File: src/rtl/clk_div_gen_pkg.sv
// Shared types and constants for the multi-channel clock-waveform generator.
// Channel settings are carried at CNT_W_MAX width so any CNT_W up to 16 fits.
package clk_div_gen_pkg;

  localparam int CNT_W_DEF  = 8;
  localparam int CNT_W_MAX  = 16;
  localparam int MIN_PERIOD = 2;

  typedef struct packed {
    logic [CNT_W_MAX-1:0] per;
    logic [CNT_W_MAX-1:0] high;
    logic                 en;
  } chan_cfg_t;

  // A disable carries no timing, so its period/high are don't-care.
  function automatic logic cfg_legal(input logic [CNT_W_MAX-1:0] per,
                                     input logic [CNT_W_MAX-1:0] high,
                                     input logic                 en);
    return !en || ((per >= CNT_W_MAX'(MIN_PERIOD)) && (high != '0) && (high < per));
  endfunction

endpackage

File: src/rtl/clk_div_gen_if.sv
// Configuration write port of clk_div_gen: write strobe, channel, settings and reject pulse.
// The master drives writes; the slave answers with cfg_err one cycle after a rejected write.
interface clk_div_gen_if
  import clk_div_gen_pkg::*;
#(
  parameter int NUM_CH = 3,
  parameter int CNT_W  = CNT_W_DEF
);
  localparam int CH_W = (NUM_CH > 1) ? $clog2(NUM_CH) : 1;

  logic             cfg_we;
  logic [CH_W-1:0]  cfg_ch;
  logic [CNT_W-1:0] cfg_period;
  logic [CNT_W-1:0] cfg_high;
  logic             cfg_en;
  logic             cfg_err;

  modport master (output cfg_we, cfg_ch, cfg_period, cfg_high, cfg_en, input cfg_err);
  modport slave  (input cfg_we, cfg_ch, cfg_period, cfg_high, cfg_en, output cfg_err);

endinterface

File: src/rtl/clk_div_chan.sv
// One waveform channel: shadow/active settings, period counter, registered clk_out/tick.
// New settings apply one edge after the write when idle, else at the end of the running period.
module clk_div_chan
  import clk_div_gen_pkg::*;
(
  input  logic      clk,
  input  logic      rst_n,
  input  logic      wr,
  input  chan_cfg_t wr_cfg,
  output logic      clk_out,
  output logic      tick,
  output logic      active
);

  localparam logic [CNT_W_MAX-1:0] ONE = CNT_W_MAX'(1);

  chan_cfg_t            act_q, act_d;
  chan_cfg_t            shd_q, shd_d;
  logic                 pend_q, pend_d;
  logic [CNT_W_MAX-1:0] cnt_q, cnt_d;
  logic                 last, apply;
  logic                 clk_d, tick_d;

  always_comb begin
    act_d  = act_q;
    shd_d  = shd_q;
    pend_d = pend_q;
    cnt_d  = '0;
    last   = act_q.en && (cnt_q == act_q.per - ONE);
    apply  = pend_q && (!act_q.en || last);
    if (act_q.en && !last) cnt_d = cnt_q + ONE;
    if (apply) begin
      act_d  = shd_q;
      pend_d = 1'b0;
      cnt_d  = '0;
    end
    // A write coinciding with an apply lands after it, so it waits for the next boundary.
    if (wr) begin
      shd_d  = wr_cfg;
      pend_d = 1'b1;
    end
    clk_d  = act_d.en && (cnt_d < act_d.high);
    tick_d = act_d.en && (cnt_d == '0);
  end

  always_ff @(posedge clk or negedge rst_n) begin
    if (!rst_n) begin
      act_q   <= '0;
      shd_q   <= '0;
      pend_q  <= 1'b0;
      cnt_q   <= '0;
      clk_out <= 1'b0;
      tick    <= 1'b0;
    end else begin
      act_q   <= act_d;
      shd_q   <= shd_d;
      pend_q  <= pend_d;
      cnt_q   <= cnt_d;
      clk_out <= clk_d;
      tick    <= tick_d;
    end
  end

  assign active = act_q.en;

endmodule

File: src/rtl/clk_div_gen.sv
// Multi-channel programmable clock-waveform generator with glitch-free reconfiguration.
// Outputs are registered; cfg_err pulses the cycle after a rejected write; no backpressure.
module clk_div_gen
  import clk_div_gen_pkg::*;
#(
  parameter int NUM_CH = 3,
  parameter int CNT_W  = CNT_W_DEF,
  parameter int CH_W   = (NUM_CH > 1) ? $clog2(NUM_CH) : 1
)(
  input  logic              clk,
  input  logic              rst_n,
  clk_div_gen_if.slave      cfg,
  output logic [NUM_CH-1:0] clk_out,
  output logic [NUM_CH-1:0] tick,
  output logic [NUM_CH-1:0] active
);

  chan_cfg_t wr_cfg;
  logic      ch_ok;
  logic      legal;

  assign wr_cfg = '{per:  CNT_W_MAX'(cfg.cfg_period),
                    high: CNT_W_MAX'(cfg.cfg_high),
                    en:   cfg.cfg_en};
  assign ch_ok  = int'(cfg.cfg_ch) < NUM_CH;
  assign legal  = ch_ok && cfg_legal(wr_cfg.per, wr_cfg.high, wr_cfg.en);

  always_ff @(posedge clk or negedge rst_n) begin
    if (!rst_n) cfg.cfg_err <= 1'b0;
    else        cfg.cfg_err <= cfg.cfg_we && !legal;
  end

  for (genvar i = 0; i < NUM_CH; i++) begin : g_ch
    logic wr;
    assign wr = cfg.cfg_we && legal && (cfg.cfg_ch == CH_W'(i));

    clk_div_chan u_chan (
      .clk     (clk),
      .rst_n   (rst_n),
      .wr      (wr),
      .wr_cfg  (wr_cfg),
      .clk_out (clk_out[i]),
      .tick    (tick[i]),
      .active  (active[i])
    );
  end

endmodule
File: src/flat_wrapper.sv
// flat-port wrapper written by rule: the top's interface ports become plain ports
module clk_div_gen_flat import clk_div_gen_pkg::*;
#(
  parameter int NUM_CH = 3,
  parameter int CNT_W  = CNT_W_DEF,
  parameter int CH_W   = (NUM_CH > 1) ? $clog2(NUM_CH) : 1
)
  (clk, rst_n, clk_out, tick, active, cfg_cfg_we, cfg_cfg_ch, cfg_cfg_period, cfg_cfg_high, cfg_cfg_en, cfg_cfg_err);
  clk_div_gen_if #(.NUM_CH(NUM_CH), .CNT_W(CNT_W)) cfg_i ();
  input  logic clk;
  input  logic rst_n;
  output logic [NUM_CH-1:0] clk_out;
  output logic [NUM_CH-1:0] tick;
  output logic [NUM_CH-1:0] active;
  input wire logic [$bits(cfg_i.cfg_we)-1:0] cfg_cfg_we;
  input wire logic [$bits(cfg_i.cfg_ch)-1:0] cfg_cfg_ch;
  input wire logic [$bits(cfg_i.cfg_period)-1:0] cfg_cfg_period;
  input wire logic [$bits(cfg_i.cfg_high)-1:0] cfg_cfg_high;
  input wire logic [$bits(cfg_i.cfg_en)-1:0] cfg_cfg_en;
  output wire logic [$bits(cfg_i.cfg_err)-1:0] cfg_cfg_err;
  assign cfg_i.cfg_we = cfg_cfg_we;
  assign cfg_i.cfg_ch = cfg_cfg_ch;
  assign cfg_i.cfg_period = cfg_cfg_period;
  assign cfg_i.cfg_high = cfg_cfg_high;
  assign cfg_i.cfg_en = cfg_cfg_en;
  assign cfg_cfg_err = cfg_i.cfg_err;
  clk_div_gen #(.NUM_CH(NUM_CH), .CNT_W(CNT_W), .CH_W(CH_W)) u_core (.clk(clk), .rst_n(rst_n), .cfg(cfg_i), .clk_out(clk_out), .tick(tick), .active(active));
endmodule
File: config.mk
export PLATFORM = sky130hd
export DESIGN_NAME = clk_div_gen_flat
export DESIGN_NICKNAME = d
export VERILOG_FILES = /design/src/rtl/clk_div_gen_pkg.sv /design/src/rtl/clk_div_gen_if.sv /design/src/rtl/clk_div_chan.sv /design/src/rtl/clk_div_gen.sv /design/src/flat_wrapper.sv
export SDC_FILE = /design/constraint.sdc
export NUM_CORES = 1
export LEC_CHECK = 0
export ABC_CLOCK_PERIOD_IN_PS = 3700
export BUFFER_PORTS_ARGS = -buffer_cell sky130_fd_sc_hd__buf_2
export CAP_MARGIN = 0
export CELL_PAD_IN_SITES_DETAIL_PLACEMENT = 0
export CELL_PAD_IN_SITES_GLOBAL_PLACEMENT = 2
export CORE_MARGIN = 4
export CORE_UTILIZATION = 39
export CTS_BUF_LIST = sky130_fd_sc_hd__clkbuf_8
export DETAILED_ROUTE_END_ITERATION = 16
export PLACE_DENSITY = 0.76
export REMOVE_ABC_BUFFERS = 1
export SETUP_SLACK_MARGIN = 0.02
export SYNTH_ARGS = -nofsm -noshare
export SYNTH_HDL_FRONTEND = slang
export SYNTH_SLANG_ARGS = --single-unit
File: constraint.sdc
create_clock -name clk -period 3.7 [get_ports clk]
set_clock_uncertainty 0.15 [all_clocks]
set_input_delay 1.11 -clock clk [delete_from_list [all_inputs] [get_ports clk]]
set_output_delay 1.11 -clock clk [all_outputs]
set_load 0.05 [all_outputs]
Word level (Yosys, flattened, before mapping)
Index checks and enable logic that the tools add are counted.
Widths: inputs -> output; s select.
{"block": "classes", "n_addsub": 6, "multipliers": 0, "n_div": 0, "magnitude_cmp": 6, "n_eq_ne": 5, "n_shift": 0, "mux": 15, "bitwise": 0, "reduce_logical": 43}
{"op": "$mux 16", "n": 6}
{"op": "$mux 17", "n": 3}
{"op": "$add 16x1->16 const B", "n": 3}
{"op": "$eq 16x16->1", "n": 3}
{"op": "$logic_not 16->1", "n": 3}
{"op": "$lt 16x16->1", "n": 3}
{"op": "$sub 8x1->9 const B", "n": 3}
{"op": "$logic_and 1x1->1", "n": 23}
{"op": "$reduce_bool 16->1", "n": 1}
{"op": "$ge 8x2->1 const B", "n": 1}
{"op": "$logic_not 1->1", "n": 8}
{"op": "$lt 8x8->1", "n": 1}
{"op": "$mux 1", "n": 6}
{"op": "$reduce_bool 2->1", "n": 3}
{"op": "$logic_or 1x1->1", "n": 4}
{"op": "$eq 2x1->1 const B", "n": 1}
{"op": "$eq 2x2->1 const B", "n": 1}
{"op": "$logic_not 2->1", "n": 1}
{"op": "$lt 2x2->1 const B", "n": 1}
{"block": "totals", "reg_bits": 184, "latch_bits": 0, "ramBits": 0, "mem_bits_ro": 0, "wordCells": 106, "n_memories": 0}

Longest topological paths before layout
Gate-level depths: netlist (run 1).
{"block": "depth", "ltp_word": 9, "mapped_depth": 19}

By module
Synthesis (run 1) repeated with hierarchy kept, for this count alone.
{"block": "hier_totals", "hier_cells": 1208, "area_unflattened_um2": 14118.5}
{"mod": "clk_div_chan at u_core.g_ch[1].u_chan ...", "instances": 2, "cells_each": 384, "area_each_um2": 4553.1}
{"mod": "clk_div_chan at u_core.g_ch[0].u_chan", "instances": 1, "cells_each": 402, "area_each_um2": 4720.8}
{"mod": "clk_div_gen", "instances": 1, "cells_each": 38, "area_each_um2": 291.5}

Least setup slack after synthesis (run 1)
OpenSTA, ideal clock, no wires.
{"block": "synth_path", "path_type": "register to register", "start": "reg u_core.g_ch[2].u_chan.act_q[17] in the netlist's numbering", "end": "reg u_core.g_ch[2].u_chan.clk_out", "setup_ns": 0.067, "arrival_ns": 3.856, "path_slack_ns": -0.373, "stages_incl_launch_ff": 20, "n_path_buf": 2, "path_cell_list": "dfrtp_1 inv_1 ha_1 nor3b_1 mux2i_1 o22ai_1 o2111ai_1 nand2_2 nand2_1 buf_2 buf_2 nand2_1 ha_1 a21o_1 a21o_1 a21o_1 a21o_1 a21o_1 a221oi_1 o41a_1"}
{"block": "synth_between", "elab_chain_len": 9, "elab_cells_between_ends": 12, "cone_classes": "1 x add/sub; 1 x order compare; 1 x eq/ne; 3 x mux; 6 x reduce/logical"}
{"element": "start: declaration", "line_no": "clk_div_chan.sv:17", "source": "chan_cfg_t act_q, act_d;"}
{"element": "start signal: assignment", "line_no": "clk_div_chan.sv:55", "source": "act_q <= act_d;"}
{"element": "$sub 8x1->9 *", "line_no": "clk_div_chan.sv:29", "source": "last = act_q.en && (cnt_q == act_q.per - ONE);"}
{"element": "$eq 16x16->1 *", "line_no": "clk_div_chan.sv:29"}
{"element": "$logic_and 1x1->1 *", "line_no": "clk_div_chan.sv:29"}
{"element": "$logic_not 1->1", "line_no": "clk_div_chan.sv:31", "source": "if (act_q.en && !last) cnt_d = cnt_q + ONE;"}
{"element": "$logic_and 1x1->1", "line_no": "clk_div_chan.sv:31"}
{"element": "$mux 16", "line_no": "clk_div_chan.sv:31"}
{"element": "$mux 16", "line_no": "clk_div_chan.sv:32", "source": "if (apply) begin"}
{"element": "$lt 16x16->1", "line_no": "clk_div_chan.sv:42", "source": "clk_d = act_d.en && (cnt_d < act_d.high);"}
{"element": "$logic_and 1x1->1 *", "line_no": "clk_div_chan.sv:42"}
{"element": "via u_core.g_ch[2].u_chan.clk_d", "line_no": "clk_div_chan.sv:22", "source": "logic clk_d, tick_d;"}
{"element": "end signal: assignment", "line_no": "clk_div_chan.sv:59", "source": "clk_out <= clk_d;"}
{"element": "end: declaration", "line_no": "clk_div_chan.sv:10", "source": "output logic clk_out,"}
The timed path passes the listed nets; every way through them passes the cells marked *.
A chain may end at the register's enable or synchronous reset.

Final worst setup path (run 1)
{"block": "layout_path", "start": "reg u_core.g_ch[0].u_chan.act_q[17] in the netlist's numbering", "end": "reg u_core.g_ch[0].u_chan.clk_out"}
{"block": "layout_between", "elab_chain_len": 9, "elab_cells_between_ends": 12, "cone_classes": "1 x add/sub; 1 x order compare; 1 x eq/ne; 3 x mux; 6 x reduce/logical"}
{"element": "start: declaration", "line_no": "clk_div_chan.sv:17"}
{"element": "start signal: assignment", "line_no": "clk_div_chan.sv:55"}
{"element": "$sub 8x1->9 *", "line_no": "clk_div_chan.sv:29"}
{"element": "$eq 16x16->1 *", "line_no": "clk_div_chan.sv:29"}
{"element": "$logic_and 1x1->1 *", "line_no": "clk_div_chan.sv:29"}
{"element": "$logic_not 1->1", "line_no": "clk_div_chan.sv:31"}
{"element": "$logic_and 1x1->1", "line_no": "clk_div_chan.sv:31"}
{"element": "$mux 16", "line_no": "clk_div_chan.sv:31"}
{"element": "$mux 16", "line_no": "clk_div_chan.sv:32"}
{"element": "$lt 16x16->1", "line_no": "clk_div_chan.sv:42"}
{"element": "$logic_and 1x1->1 *", "line_no": "clk_div_chan.sv:42"}
{"element": "via u_core.g_ch[0].u_chan.clk_d", "line_no": "clk_div_chan.sv:22"}
{"element": "end signal: assignment", "line_no": "clk_div_chan.sv:59"}
{"element": "end: declaration", "line_no": "clk_div_chan.sv:10"}
Marks and branches as above.

==> flow_summary.json, run 1 <==
{
  "core_um2": 25400,
  "antenna_cells": 0,
  "worst-endpoint-arrival_ns": 4.08,
  "regToRegStartpoint": "u_core.g_ch[0].u_chan.act_q[17]",
  "clk_path_buf_depth": 2,
  "grt_util_all_layers_pct": 17.7,
  "asyncSetResetFlopFracSynth_pct": 100,
  "drc_errors": 0,
  "timing.final.setup_violations": 2,
  "worst_setup_hold_path_clk_slew_ns": 0.10,
  "cp_top_family": "simple AND/OR/NAND/NOR gates",
  "syn_area_per_cell_um2": 10.7,
  "dominantRegCellSynth": "sky130_fd_sc_hd__dfrtp_1",
  "synth_xor_xnor_area_share_pct": 6.45,
  "die_width_um": 170,
  "number_of_distinct_library_cell_variants_in_the_gate_level_netlist_after_synthesis": 75,
  "drv.max_cap_violation_count": 0,
  "netlist_instances": 955,
  "placed_area_um2": 11600,
  "routed_wl_mm": 24.5,
  "dpl.hpwl_mm": 18.1,
  "worst_pin_slew_ns": 0.612,
  "clockRootBuffer": "sky130_fd_sc_hd__clkbuf_8",
  "topRoutingLayerUsed": "met4",
  "drv_slew": 0,
  "timing_worst_setup_path_type": "reg -> reg",
  "final_area_um2": 12800,
  "detail-route-antenna-nets": 0,
  "vias_per_cell": 5.14,
  "reg2reg_to": "u_core.g_ch[0].u_chan.clk_out",
  "worst_case_setup_margin_in_the_final_layout_ns": -0.166,
  "status": "finished, violations left",
  "violated_checks": "setup timing",
  "placement.io_buffers": 31,
  "timing.critical_path.slowest_stage_cell": "sky130_fd_sc_hd__or4_4",
  "area_growth_pct": 25.9,
  "post_synthesis_share_of_cell_area_spent_on_full_adders_half_adders_and_majority_gates_pct": 7.13,
  "initial_standard_cell_utilization_of_the_core_pct": 40.1,
  "required_time_worst_endpoint_ns": 3.91,
  "multiInputGateArea_um2": 5640,
  "synth_simple_gate_area_share_pct": 15.4,
  "yosys-mux-area-fraction_pct": 12.5,
  "clock.fmax_mhz": 259,
  "first_pass_grt_wire_length_mm": 40.6,
  "dp_slack_ns": -0.381,
  "area.sequential_um2": 4600,
  "detail_route.wirelength.met1_mm": 12.3,
  "crit_path_max_incr_delay_ns": 0.54,
  "nNetsFinal": 1196,
  "pin_count_of_the_biggest_net_entering_global_routing": 65,
  "worst_path_buffer_plus_inverter_count": 2,
  "met3WireLength_um": 572,
  "detailedRoute.firstIterationViolations": 395,
  "htreeDepth": 4,
  "top_level_i_o_count": 32,
  "grt_antenna_before_repair": 0,
  "holdCritStartpoint": "u_core.g_ch[1].u_chan.act_q[13]",
  "final_min_period_over_clock_period_pct": 104,
  "layout.cells.most_common": "sky130_fd_sc_hd__dfrtp_1",
  "start_kind": "flop",
  "critical_path.endpoint_type": "flop",
  "die_h_um": 170,
  "met2RoutedLength_mm": 11.3,
  "area_fraction_in_compound_gates_after_synthesis_pct": 8.79,
  "r2r_setup_slack_ns": -0.17,
  "crit_chain": "inv_2 > ha_4 > nor3b_4 > and3_1 > or4_4 > o41ai_4 > nand2_1 > buf_6 > mux2i_4 > ha_4 > a21oi_2 > nor2b_4 > a311oi_2 > or4_4 > a21o_1 > o2111ai_2 > a21oi_1",
  "min-delay-path-class": "reg -> reg",
  "critical_path_peak_fanout": 6,
  "yosys_warnings": 0,
  "cts_sinks": 184,
  "r2r.worst_path.cells": 17,
  "irDropWorstVdd_uv": 341,
  "timing.hold.worst_path_depth": 2,
  "synth_edf_count": 0,
  "setup_repair_after_global_routing_missed_its_margin": "yes",
  "synth_top_family_by_area": "simple AND/OR/NAND/NOR gates",
  "vias_after_detailed_routing": 7493,
  "synth.ff_latch_count": 184,
  "grt_pass1_vias": 7653,
  "hold_viol": 0,
  "share_of_post_route_cells_with_drive_strength_above_1_pct": 35.1,
  "core.rowCount": 58,
  "number_of_inserted_filler_cells_in_the_final_layout": 2343,
  "globalplace.congestion": 0.806,
  "synth_seq_area_share_pct": 45.2,
  "cellPowerDensity_nw_per_um2": 704,
  "worst_hold_end": "u_core.g_ch[1].u_chan.act_q[13]",
  "design.die.area_um2": 28800,
  "clkLatencyLatePin_ns": 0.47,
  "synthesis.area_um2": 10200,
  "holdWs_ns": 0.332,
  "cts.hold.buffers_added": 0,
  "power.leakage_nw": 6.19,
  "cts_tree": "done",
  "routedWlPerCell_um": 16.8,
  "slew_headroom_pct": 58.9,
  "most-common-layout-cells": "sky130_fd_sc_hd__dfrtp_1 (184), sky130_fd_sc_hd__buf_4 (136), sky130_fd_sc_hd__mux2_2 (72)",
  "timing.final.crit_period_ns": 3.87,
  "grt_remaining_overflow": 0,
  "clock_buffer_count_from_cts": 17,
  "pre_antenna_drt_iters": 5
}
-- what timing repair did --
item | 4_1_cts | 5_1_grt
setup buffers | 18 | 12
endpoints found under the setup margin | 3 | 3
pin swaps | 41 | 42
cloned | 1 | 0
gates resized for setup | 56 | 52
hold endpoints to repair | 0 | 0
-- per-layer routing --
layer / track usage (%) / vias up
li1: - / 3713
met1: 25.8 / 3682
met2: 27.7 / 81
met3: 3.19 / 17
met4: 3.78 / 0
met5: 0 / -
-- worst max path at each step --
stage / from / end / depth (start not counted)
finish: u_core.g_ch[0].u_chan.act_q[17] / u_core.g_ch[0].u_chan.clk_out / 17
global route: u_core.g_ch[2].u_chan.act_q[17] / u_core.g_ch[2].u_chan.clk_out / 20
CTS: u_core.g_ch[0].u_chan.act_q[17] / u_core.g_ch[0].u_chan.clk_out / 16
detailed placement: u_core.g_ch[0].u_chan.act_q[17] / u_core.g_ch[0].u_chan.clk_out / 16
global placement: u_core.g_ch[0].u_chan.act_q[17] / u_core.g_ch[0].u_chan.clk_out / 16
floorplan: u_core.g_ch[0].u_chan.act_q[17] / u_core.g_ch[0].u_chan.clk_out / 15
-- where the power goes --
part,internal [mW],total [mW],switching (mW)
Combinational,2.39,4.56,2.17
Sequential,2.52,2.96,0.442
Clock,0.739,1.50,0.759
Total,5.65,9.02,3.37
-- tightest hold or removal path: cells and delay by family, from the launching register on --
| family | cells | cell delay (ns) |
|---|---|---|
| and+or+nand+nor | 1 | 0.07 |
| buffers and inverters | 1 | 0.05 |
| DFF | 1 | 0.34 |
-- sequential cells by signal, summed over array words and instances (netlist names) --
signal and cells:
u_core.g_ch.u_chan.act_q 72, u_core.g_ch.u_chan.active 3, u_core.g_ch.u_chan.cnt_q 48, u_core.g_ch.u_chan.pend_q 3, u_core.g_ch.u_chan.shd_q 51, u_core.g_ch.u_chan.clk_out 3
u_core.g_ch.u_chan.tick 3, u_core.cfg.cfg_err 1
-- cells in the mapped netlist, drive strengths merged, types with 2 or more instances --
| master | count | share of area (%) |
|---|---|---|
| buf | 27 | 1.7 |
| a31o | 2 | 0.17 |
| clkbuf | 19 | 0.70 |
| or3 | 9 | 0.55 |
| mux2i | 26 | 2.9 |
| o21ai | 14 | 0.69 |
| mux2 | 85 | 9.6 |
| a31oi | 6 | 0.52 |
| and4 | 8 | 0.71 |
| o22ai | 3 | 0.18 |
| o31a | 2 | 0.17 |
| xor2 | 31 | 2.7 |
| o31ai | 5 | 0.37 |
| and3 | 17 | 1.0 |
| a211oi | 3 | 0.22 |
| a21oi | 25 | 1.2 |
| or2 | 4 | 0.25 |
| o311ai | 2 | 0.17 |
| or4 | 8 | 0.63 |
| nor2b | 6 | 0.37 |
| a21o | 26 | 1.9 |
| o211ai | 4 | 0.29 |
| nand3 | 32 | 1.6 |
| a221oi | 2 | 0.17 |
| a22oi | 2 | 0.15 |
| ha | 58 | 7.1 |
| nor3 | 15 | 0.74 |
| o2111ai | 2 | 0.17 |
| nor4 | 15 | 0.92 |
| nand2b | 3 | 0.18 |
| inv | 57 | 2.1 |
| nand4 | 19 | 1.2 |
| nand3b | 10 | 0.74 |
| nand2 | 62 | 2.3 |
| xnor2 | 44 | 3.8 |
| nor3b | 5 | 0.37 |
| nor2 | 69 | 2.5 |
| and2 | 13 | 0.80 |
| o21a | 6 | 0.44 |
| o41ai | 2 | 0.25 |
| a2bb2oi | 3 | 0.26 |
| a2111oi | 2 | 0.23 |
| dfrtp | 184 | 45 |
| a311oi | 2 | 0.17 |
-- kinds of logic (layout without fill, tap and decap cells) --
group                      count (synthesis)  after routing
AOI/OAI and AO/OA                        124            124
and+or+nand+nor                          300            300
buffers and inverters                    103            277
xor gates and xnor gates                  75             75
DFF                                      184            184
adders and majority gates                 58             58
muxes                                    111            111
-- cell type report --
| type | instances | area share [%] |
|---|---|---|
| inverters | 57 | 1.67 |
| repair buffers | 188 | 11.9 |
| clock buffers | 17 | 1.83 |
| multi-input cells | 668 | 44.0 |
| clock inverters | 15 | 1.55 |
| well taps | 330 | 3.22 |
| flip-flops and latches | 184 | 35.9 |
-- through the flow --
stage               util, %  instances  power [mW]  setup TNS (ns)
global placement       45.5       1397        6.77          -0.638
global route           50.5       1459        9.73          -0.865
floorplan                 -        909        5.40           -8.73
finish                 50.5       1459        9.02          -0.246
detailed placement     45.5       1397        6.81          -0.783
CTS                    49.0       1448        8.71          -0.240
Note: power is estimated with default switching activity, not from simulation.
==> run 2: changes to the inputs <==
--- a/config.mk
+++ b/config.mk
@@ -16,7 +16,7 @@
 export DETAILED_ROUTE_END_ITERATION = 16
 export PLACE_DENSITY = 0.76
 export REMOVE_ABC_BUFFERS = 1
-export SETUP_SLACK_MARGIN = 0.02
+export SETUP_SLACK_MARGIN = 0.3
 export SYNTH_ARGS = -nofsm -noshare
 export SYNTH_HDL_FRONTEND = slang
 export SYNTH_SLANG_ARGS = --single-unit
==> run 2 against run 1 <==
The flow still finishes with violations (setup timing). Highest routed layer unchanged. Clock-buffer cell count stayed put. Register-to-register slack hardly changed. Critical path depth stayed put. Core utilization hardly changed. Sequential share of layout area hardly changed. Wire length is 0.60% higher. Setup slack worse by 0.014 ns. Hold slack hardly changed. Total power is 0.23% higher.
==> flow_summary.json, run 2 (same netlist as run 1, synthesis figures left out) <==
{
  "status": "finished, violations left",
  "violated_checks": "setup timing",
  "cts_tree": "done",
  "vias_per_cell": 5.15,
  "timing.final.crit_period_ns": 3.88,
  "nNetsFinal": 1197,
  "top_register": "u_core.g_ch.u_chan.act_q",
  "final-instance-count-excl-fill": 1460,
  "htreeDepth": 4,
  "clkLatencyLatePin_ns": 0.47,
  "hold_viol": 0,
  "grt_util_all_layers_pct": 17.7,
  "worst_pin_slew_ns": 0.609,
  "placement.io_buffers": 31,
  "clock_buffer_count_from_cts": 17,
  "cts.hold.buffers_added": 0,
  "share_of_post_route_cells_with_drive_strength_above_1_pct": 35.0,
  "start_kind": "flop",
  "largest_reg_flops": 72,
  "required_time_worst_endpoint_ns": 3.91,
  "clockRootBuffer": "sky130_fd_sc_hd__clkbuf_8",
  "routedWlPerCell_um": 16.8,
  "cts_sinks": 184,
  "worst_case_setup_margin_in_the_final_layout_ns": -0.180,
  "area_growth_pct": 25.8,
  "grt_pass1_vias": 7653,
  "placed_cells": 1397,
  "min-delay-path-class": "reg -> reg",
  "top_regs": "u_core.g_ch.u_chan.act_q (72), u_core.g_ch.u_chan.shd_q (51), u_core.g_ch.u_chan.cnt_q (48)",
  "globalplace.congestion": 0.806,
  "critical_path.endpoint_type": "flop",
  "grt_remaining_overflow": 0,
  "first_pass_grt_wire_length_mm": 40.6,
  "slew_headroom_pct": 59.1,
  "setup_repair_after_global_routing_missed_its_margin": "yes",
  "initial_standard_cell_utilization_of_the_core_pct": 40.1,
  "power.leakage_nw": 6.20,
  "die_h_um": 170,
  "r2r_setup_slack_ns": -0.18,
  "timing.final.setup_violations": 2,
  "design.die.area_um2": 28800,
  "vias_after_detailed_routing": 7519,
  "holdWs_ns": 0.332,
  "final_min_period_over_clock_period_pct": 105,
  "routed_wl_mm": 24.6,
  "worst_setup_hold_path_clk_slew_ns": 0.10,
  "pre_antenna_drt_iters": 5,
  "timing_worst_setup_path_type": "reg -> reg",
  "grt_antenna_before_repair": 0,
  "antenna_cells": 0,
  "pin_count_of_the_biggest_net_entering_global_routing": 65,
  "dpl.hpwl_mm": 18.1,
  "core.rowCount": 58,
  "worst-endpoint-arrival_ns": 4.09,
  "clk_path_buf_depth": 2,
  "cellPowerDensity_nw_per_um2": 706,
  "top_level_i_o_count": 32,
  "report.power.total_mw": 9.04,
  "die_width_um": 170,
  "clock.fmax_mhz": 258,
  "detailedRoute.firstIterationViolations": 419,
  "drc_errors": 0,
  "finish.utilization_pct": 50.4,
  "drv_slew": 0,
  "drv.max_cap_violation_count": 0,
  "most-common-layout-cells": "sky130_fd_sc_hd__dfrtp_1 (184), sky130_fd_sc_hd__buf_4 (135), sky130_fd_sc_hd__mux2_2 (72)",
  "core_um2": 25400,
  "irDropWorstVdd_uv": 341,
  "layout.cells.most_common": "sky130_fd_sc_hd__dfrtp_1",
  "detail-route-antenna-nets": 0,
  "critical_path_peak_fanout": 6
}
[run 2: cell types whose count changed in the layout (fill, tap and decap cells not counted), sizes merged]
cell and delta:
buf +1
[run 2: final timing paths]
check,startpoint,to,depth (start not counted)
hold reg to reg,u_core.g_ch[1].u_chan.act_q[13],u_core.g_ch[1].u_chan.act_q[13],2
min in group asynchronous,rst_n,u_core.g_ch[1].u_chan.act_q[15],1
hold / removal,u_core.g_ch[1].u_chan.act_q[13],u_core.g_ch[1].u_chan.act_q[13],2
max in group asynchronous,rst_n,u_core.g_ch[2].u_chan.shd_q[20],2
setup / recovery,u_core.g_ch[0].u_chan.act_q[17],u_core.g_ch[0].u_chan.clk_out,17
setup reg to reg,u_core.g_ch[0].u_chan.act_q[17],u_core.g_ch[0].u_chan.clk_out,17
[run 2: repair_timing]
item,4_1_cts,5_1_grt
gates cloned,1,0
buffers inserted,18,12
endpoints found under the setup margin,3,3
gates resized for setup,56,51
pin swaps,41,41
[run 2: per-layer routing]
layer / wire, µm / part of all wire, % / global-route usage (%) / vias to the layer above
li1: - / - / - / 3715
met1: 12300 / 50 / 25.8 / 3698
met2: 11400 / 46 / 27.7 / 84
met3: 594 / 2.4 / 3.19 / 22
met4: 275 / 1.1 / 3.78 / 0
met5: 0 / 0 / 0 / -
[run 2: stage by stage]
stage / TNS (ns) / cell area [µm²] / worst slack (ns)
6_report: -0.263 / 12800 / -0.180
4_1_cts: -0.240 / 12400 / -0.130
2_1_floorplan: -8.73 / 9940 / -1.53
5_1_grt: -0.881 / 12800 / -0.347
3_5_place_dp: -0.783 / 11600 / -0.381
3_3_place_gp: -0.638 / 11600 / -0.299
[run 2: final cells by class]
type | instances | area [µm²]
multi-input combinational | 668 | 5610
sequential | 184 | 4600
fill | 2349 | 12600
tap | 330 | 413
clock buffer | 17 | 234
timing repair buffer | 189 | 1540
clock inverter | 15 | 199
inverter | 57 | 214
[run 2: power by group]
part	switching, mW	internal (mW)	total [mW]
clock	0.766	0.739	1.50
combinational	2.17	2.40	4.58
sequential	0.439	2.52	2.96
[run 2: critical path: stages, from the launching register on]
cell                        delay, ns
sky130_fd_sc_hd__dfrtp_1         0.37
sky130_fd_sc_hd__inv_2           0.05
sky130_fd_sc_hd__ha_4            0.16
sky130_fd_sc_hd__nor3b_4         0.15
sky130_fd_sc_hd__and3_1          0.17
sky130_fd_sc_hd__or4_4           0.54
sky130_fd_sc_hd__o41ai_4         0.36
sky130_fd_sc_hd__nand2_1         0.11
sky130_fd_sc_hd__buf_6           0.15
sky130_fd_sc_hd__mux2i_4         0.19
sky130_fd_sc_hd__ha_4            0.28
sky130_fd_sc_hd__buf_6           0.09
sky130_fd_sc_hd__buf_6           0.08
sky130_fd_sc_hd__a311oi_2        0.08
sky130_fd_sc_hd__or4_4           0.53
sky130_fd_sc_hd__a21o_1          0.18
sky130_fd_sc_hd__o2111ai_2       0.07
sky130_fd_sc_hd__a21oi_1         0.06
==> run 3: changes to the inputs <==
--- a/config.mk
+++ b/config.mk
@@ -6,14 +6,14 @@
 export NUM_CORES = 1
 export LEC_CHECK = 0
 export ABC_CLOCK_PERIOD_IN_PS = 3700
-export BUFFER_PORTS_ARGS = -buffer_cell sky130_fd_sc_hd__buf_2
 export CAP_MARGIN = 0
 export CELL_PAD_IN_SITES_DETAIL_PLACEMENT = 0
 export CELL_PAD_IN_SITES_GLOBAL_PLACEMENT = 2
 export CORE_MARGIN = 4
-export CORE_UTILIZATION = 39
+export CORE_UTILIZATION = 40
 export CTS_BUF_LIST = sky130_fd_sc_hd__clkbuf_8
 export DETAILED_ROUTE_END_ITERATION = 16
+export DONT_BUFFER_PORTS = 1
 export PLACE_DENSITY = 0.76
 export REMOVE_ABC_BUFFERS = 1
 export SETUP_SLACK_MARGIN = 0.3
==> run 3 against run 2 <==
The run still ends with setup timing left. Register-to-register slack better by 0.05 ns. Die area is 2.4% lower. Non-clock buffer count is 31 lower. Combinational power is 7.0% lower. Critical path depth is 1 lower. Sequential power is 1% higher. Sequential share of layout area is 0.76 points higher. Global-route usage is 0.16 points lower. Cell area is 2.1% lower. Sequential cell count stayed put. Core utilization is 0.46 points lower.
==> flow_summary.json, run 3 (same netlist as run 1, synthesis figures left out) <==
{
  "detailedRoute.firstIterationViolations": 490,
  "nNetsFinal": 1166,
  "area_growth_pct": 23.3,
  "initial_standard_cell_utilization_of_the_core_pct": 40.5,
  "critical_path_peak_fanout": 5,
  "worst_case_setup_margin_in_the_final_layout_ns": -0.127,
  "clock.fmax_mhz": 261,
  "drv_slew": 0,
  "clockRootBuffer": "sky130_fd_sc_hd__clkbuf_8",
  "start_kind": "flop",
  "timing_worst_setup_path_type": "reg -> reg",
  "globalplace.congestion": 0.789,
  "min-delay-path-class": "in -> async",
  "setup_repair_after_global_routing_missed_its_margin": "yes",
  "cts_sinks": 184,
  "top_regs": "u_core.g_ch.u_chan.act_q (72), u_core.g_ch.u_chan.shd_q (51), u_core.g_ch.u_chan.cnt_q (48)",
  "drv.max_cap_violation_count": 0,
  "vias_after_detailed_routing": 7362,
  "core_um2": 25100,
  "grt_antenna_before_repair": 0,
  "grt_util_all_layers_pct": 17.5,
  "worst-endpoint-arrival_ns": 4.03,
  "most-common-layout-cells": "sky130_fd_sc_hd__dfrtp_1 (183), sky130_fd_sc_hd__buf_4 (140), sky130_fd_sc_hd__mux2_2 (72)",
  "share_of_post_route_cells_with_drive_strength_above_1_pct": 33.0,
  "worst_pin_slew_ns": 0.696,
  "routedWlPerCell_um": 16.8,
  "first_pass_grt_wire_length_mm": 39.8,
  "required_time_worst_endpoint_ns": 3.90,
  "timing.final.setup_violations": 2,
  "status": "finished, violations left",
  "cellPowerDensity_nw_per_um2": 697,
  "hold_viol": 0,
  "pin_count_of_the_biggest_net_entering_global_routing": 185,
  "layout.cells.most_common": "sky130_fd_sc_hd__dfrtp_1",
  "finish.utilization_pct": 50.0,
  "cts.hold.buffers_added": 0,
  "slew_headroom_pct": 53.6,
  "worst_setup_hold_path_clk_slew_ns": 0.10,
  "timing.final.crit_period_ns": 3.83,
  "antenna_cells": 0,
  "top_register": "u_core.g_ch.u_chan.act_q",
  "power.leakage_nw": 6.03,
  "largest_reg_flops": 72,
  "grt_remaining_overflow": 0,
  "top_level_i_o_count": 32,
  "critical_path.endpoint_type": "flop",
  "clock_buffer_count_from_cts": 17,
  "cts_tree": "done",
  "placed_area_um2": 11400,
  "violated_checks": "setup timing",
  "clkLatencyLatePin_ns": 0.46,
  "grt_pass1_vias": 7528,
  "die_width_um": 168,
  "htreeDepth": 4,
  "setup_tns_ns": -0.173,
  "core.rowCount": 58,
  "detail-route-antenna-nets": 0,
  "pre_antenna_drt_iters": 4,
  "drc_errors": 0,
  "clk_path_buf_depth": 2,
  "vias_per_cell": 5.16,
  "dpl.hpwl_mm": 17.4,
  "die_h_um": 168,
  "design.die.area_um2": 28100,
  "final_area_um2": 12500,
  "placement.io_buffers": 0,
  "routed_wl_mm": 24.0,
  "final_min_period_over_clock_period_pct": 103,
  "irDropWorstVdd_uv": 380
}
## run 3: cell count changes in the layout (fill, tap and decap cells not counted), moves of 3 or more
cell / change
sky130_fd_sc_hd__ha_1: -3
sky130_fd_sc_hd__buf_2: -30
sky130_fd_sc_hd__nand2_1: -4
sky130_fd_sc_hd__buf_4: +5
sky130_fd_sc_hd__buf_6: -3
sky130_fd_sc_hd__buf_12: -4
## run 3: cell type report
type	instances	area, µm²
Fill cell	2350	12600
Clock buffer	17	234
Multi-Input combinational cell	668	5550
Timing Repair Buffer	158	1340
Clock inverter	14	198
Tap cell	330	413
Inverter	57	214
Sequential cell	184	4610
## run 3: worst paths after layout
check	depth (start not counted)	endpoint	slack (ns)	from
hold / removal	0	u_core.g_ch[1].u_chan.act_q[15]	0.20	rst_n
min in group clk	2	u_core.g_ch[1].u_chan.act_q[13]	0.32	u_core.g_ch[1].u_chan.act_q[13]
max in group asynchronous	0	u_core.g_ch[0].u_chan.act_q[19]	2.92	rst_n
setup reg to reg	16	u_core.g_ch[2].u_chan.clk_out	-0.13	u_core.g_ch[2].u_chan.cnt_q[11]
setup / recovery	16	u_core.g_ch[2].u_chan.clk_out	-0.13	u_core.g_ch[2].u_chan.cnt_q[11]
hold reg to reg	2	u_core.g_ch[1].u_chan.act_q[13]	0.32	u_core.g_ch[1].u_chan.act_q[13]
## run 3: metrics by stage
stage | std cells | power [mW] | setup WS, ns | hold WS, ns
5_1_grt | 1428 | 9.43 | -0.364 | 0.158
4_1_cts | 1414 | 8.60 | -0.0883 | 0.153
6_report | 1428 | 8.75 | -0.127 | 0.196
2_1_floorplan | 909 | 5.40 | -1.53 | 0.283
3_3_place_gp | 1368 | 6.72 | -0.444 | 0.298
3_5_place_dp | 1368 | 6.73 | -0.507 | 0.305
## run 3: timing repair
action | CTS | global route
setup buffers | 13 | 14
endpoints found under the setup margin | 3 | 3
pin swaps | 41 | 42
cloned | 2 | 0
gates resized for setup | 55 | 43
## run 3: power breakdown
group | internal (mW) | switching [mW]
clock network | 0.740 | 0.748
logic | 2.28 | 1.98
registers | 2.52 | 0.478
total | 5.54 | 3.21
## run 3: routing by layer
layer,wire (µm),part of all wire (%),track usage (%)
met1,12300,51,26.0
met2,10900,45,26.9
met3,654,2.7,3.31
met4,220,0.92,3.39
met5,0,0,0
## run 3: critical path, cell delays in order, from the launching register on
cell,delay (ns)
sky130_fd_sc_hd__dfrtp_1,0.38
sky130_fd_sc_hd__or4_1,0.58
sky130_fd_sc_hd__a21o_1,0.23
sky130_fd_sc_hd__a221oi_4,0.29
sky130_fd_sc_hd__o2111ai_2,0.18
sky130_fd_sc_hd__nand2_2,0.17
sky130_fd_sc_hd__nand2_4,0.11
sky130_fd_sc_hd__buf_12,0.15
sky130_fd_sc_hd__buf_16,0.13
sky130_fd_sc_hd__mux2i_1,0.12
sky130_fd_sc_hd__ha_1,0.28
sky130_fd_sc_hd__o21a_1,0.12
sky130_fd_sc_hd__nor2_1,0.04
sky130_fd_sc_hd__or4_4,0.41
sky130_fd_sc_hd__o211ai_1,0.20
sky130_fd_sc_hd__a221oi_2,0.05
sky130_fd_sc_hd__o41a_1,0.13
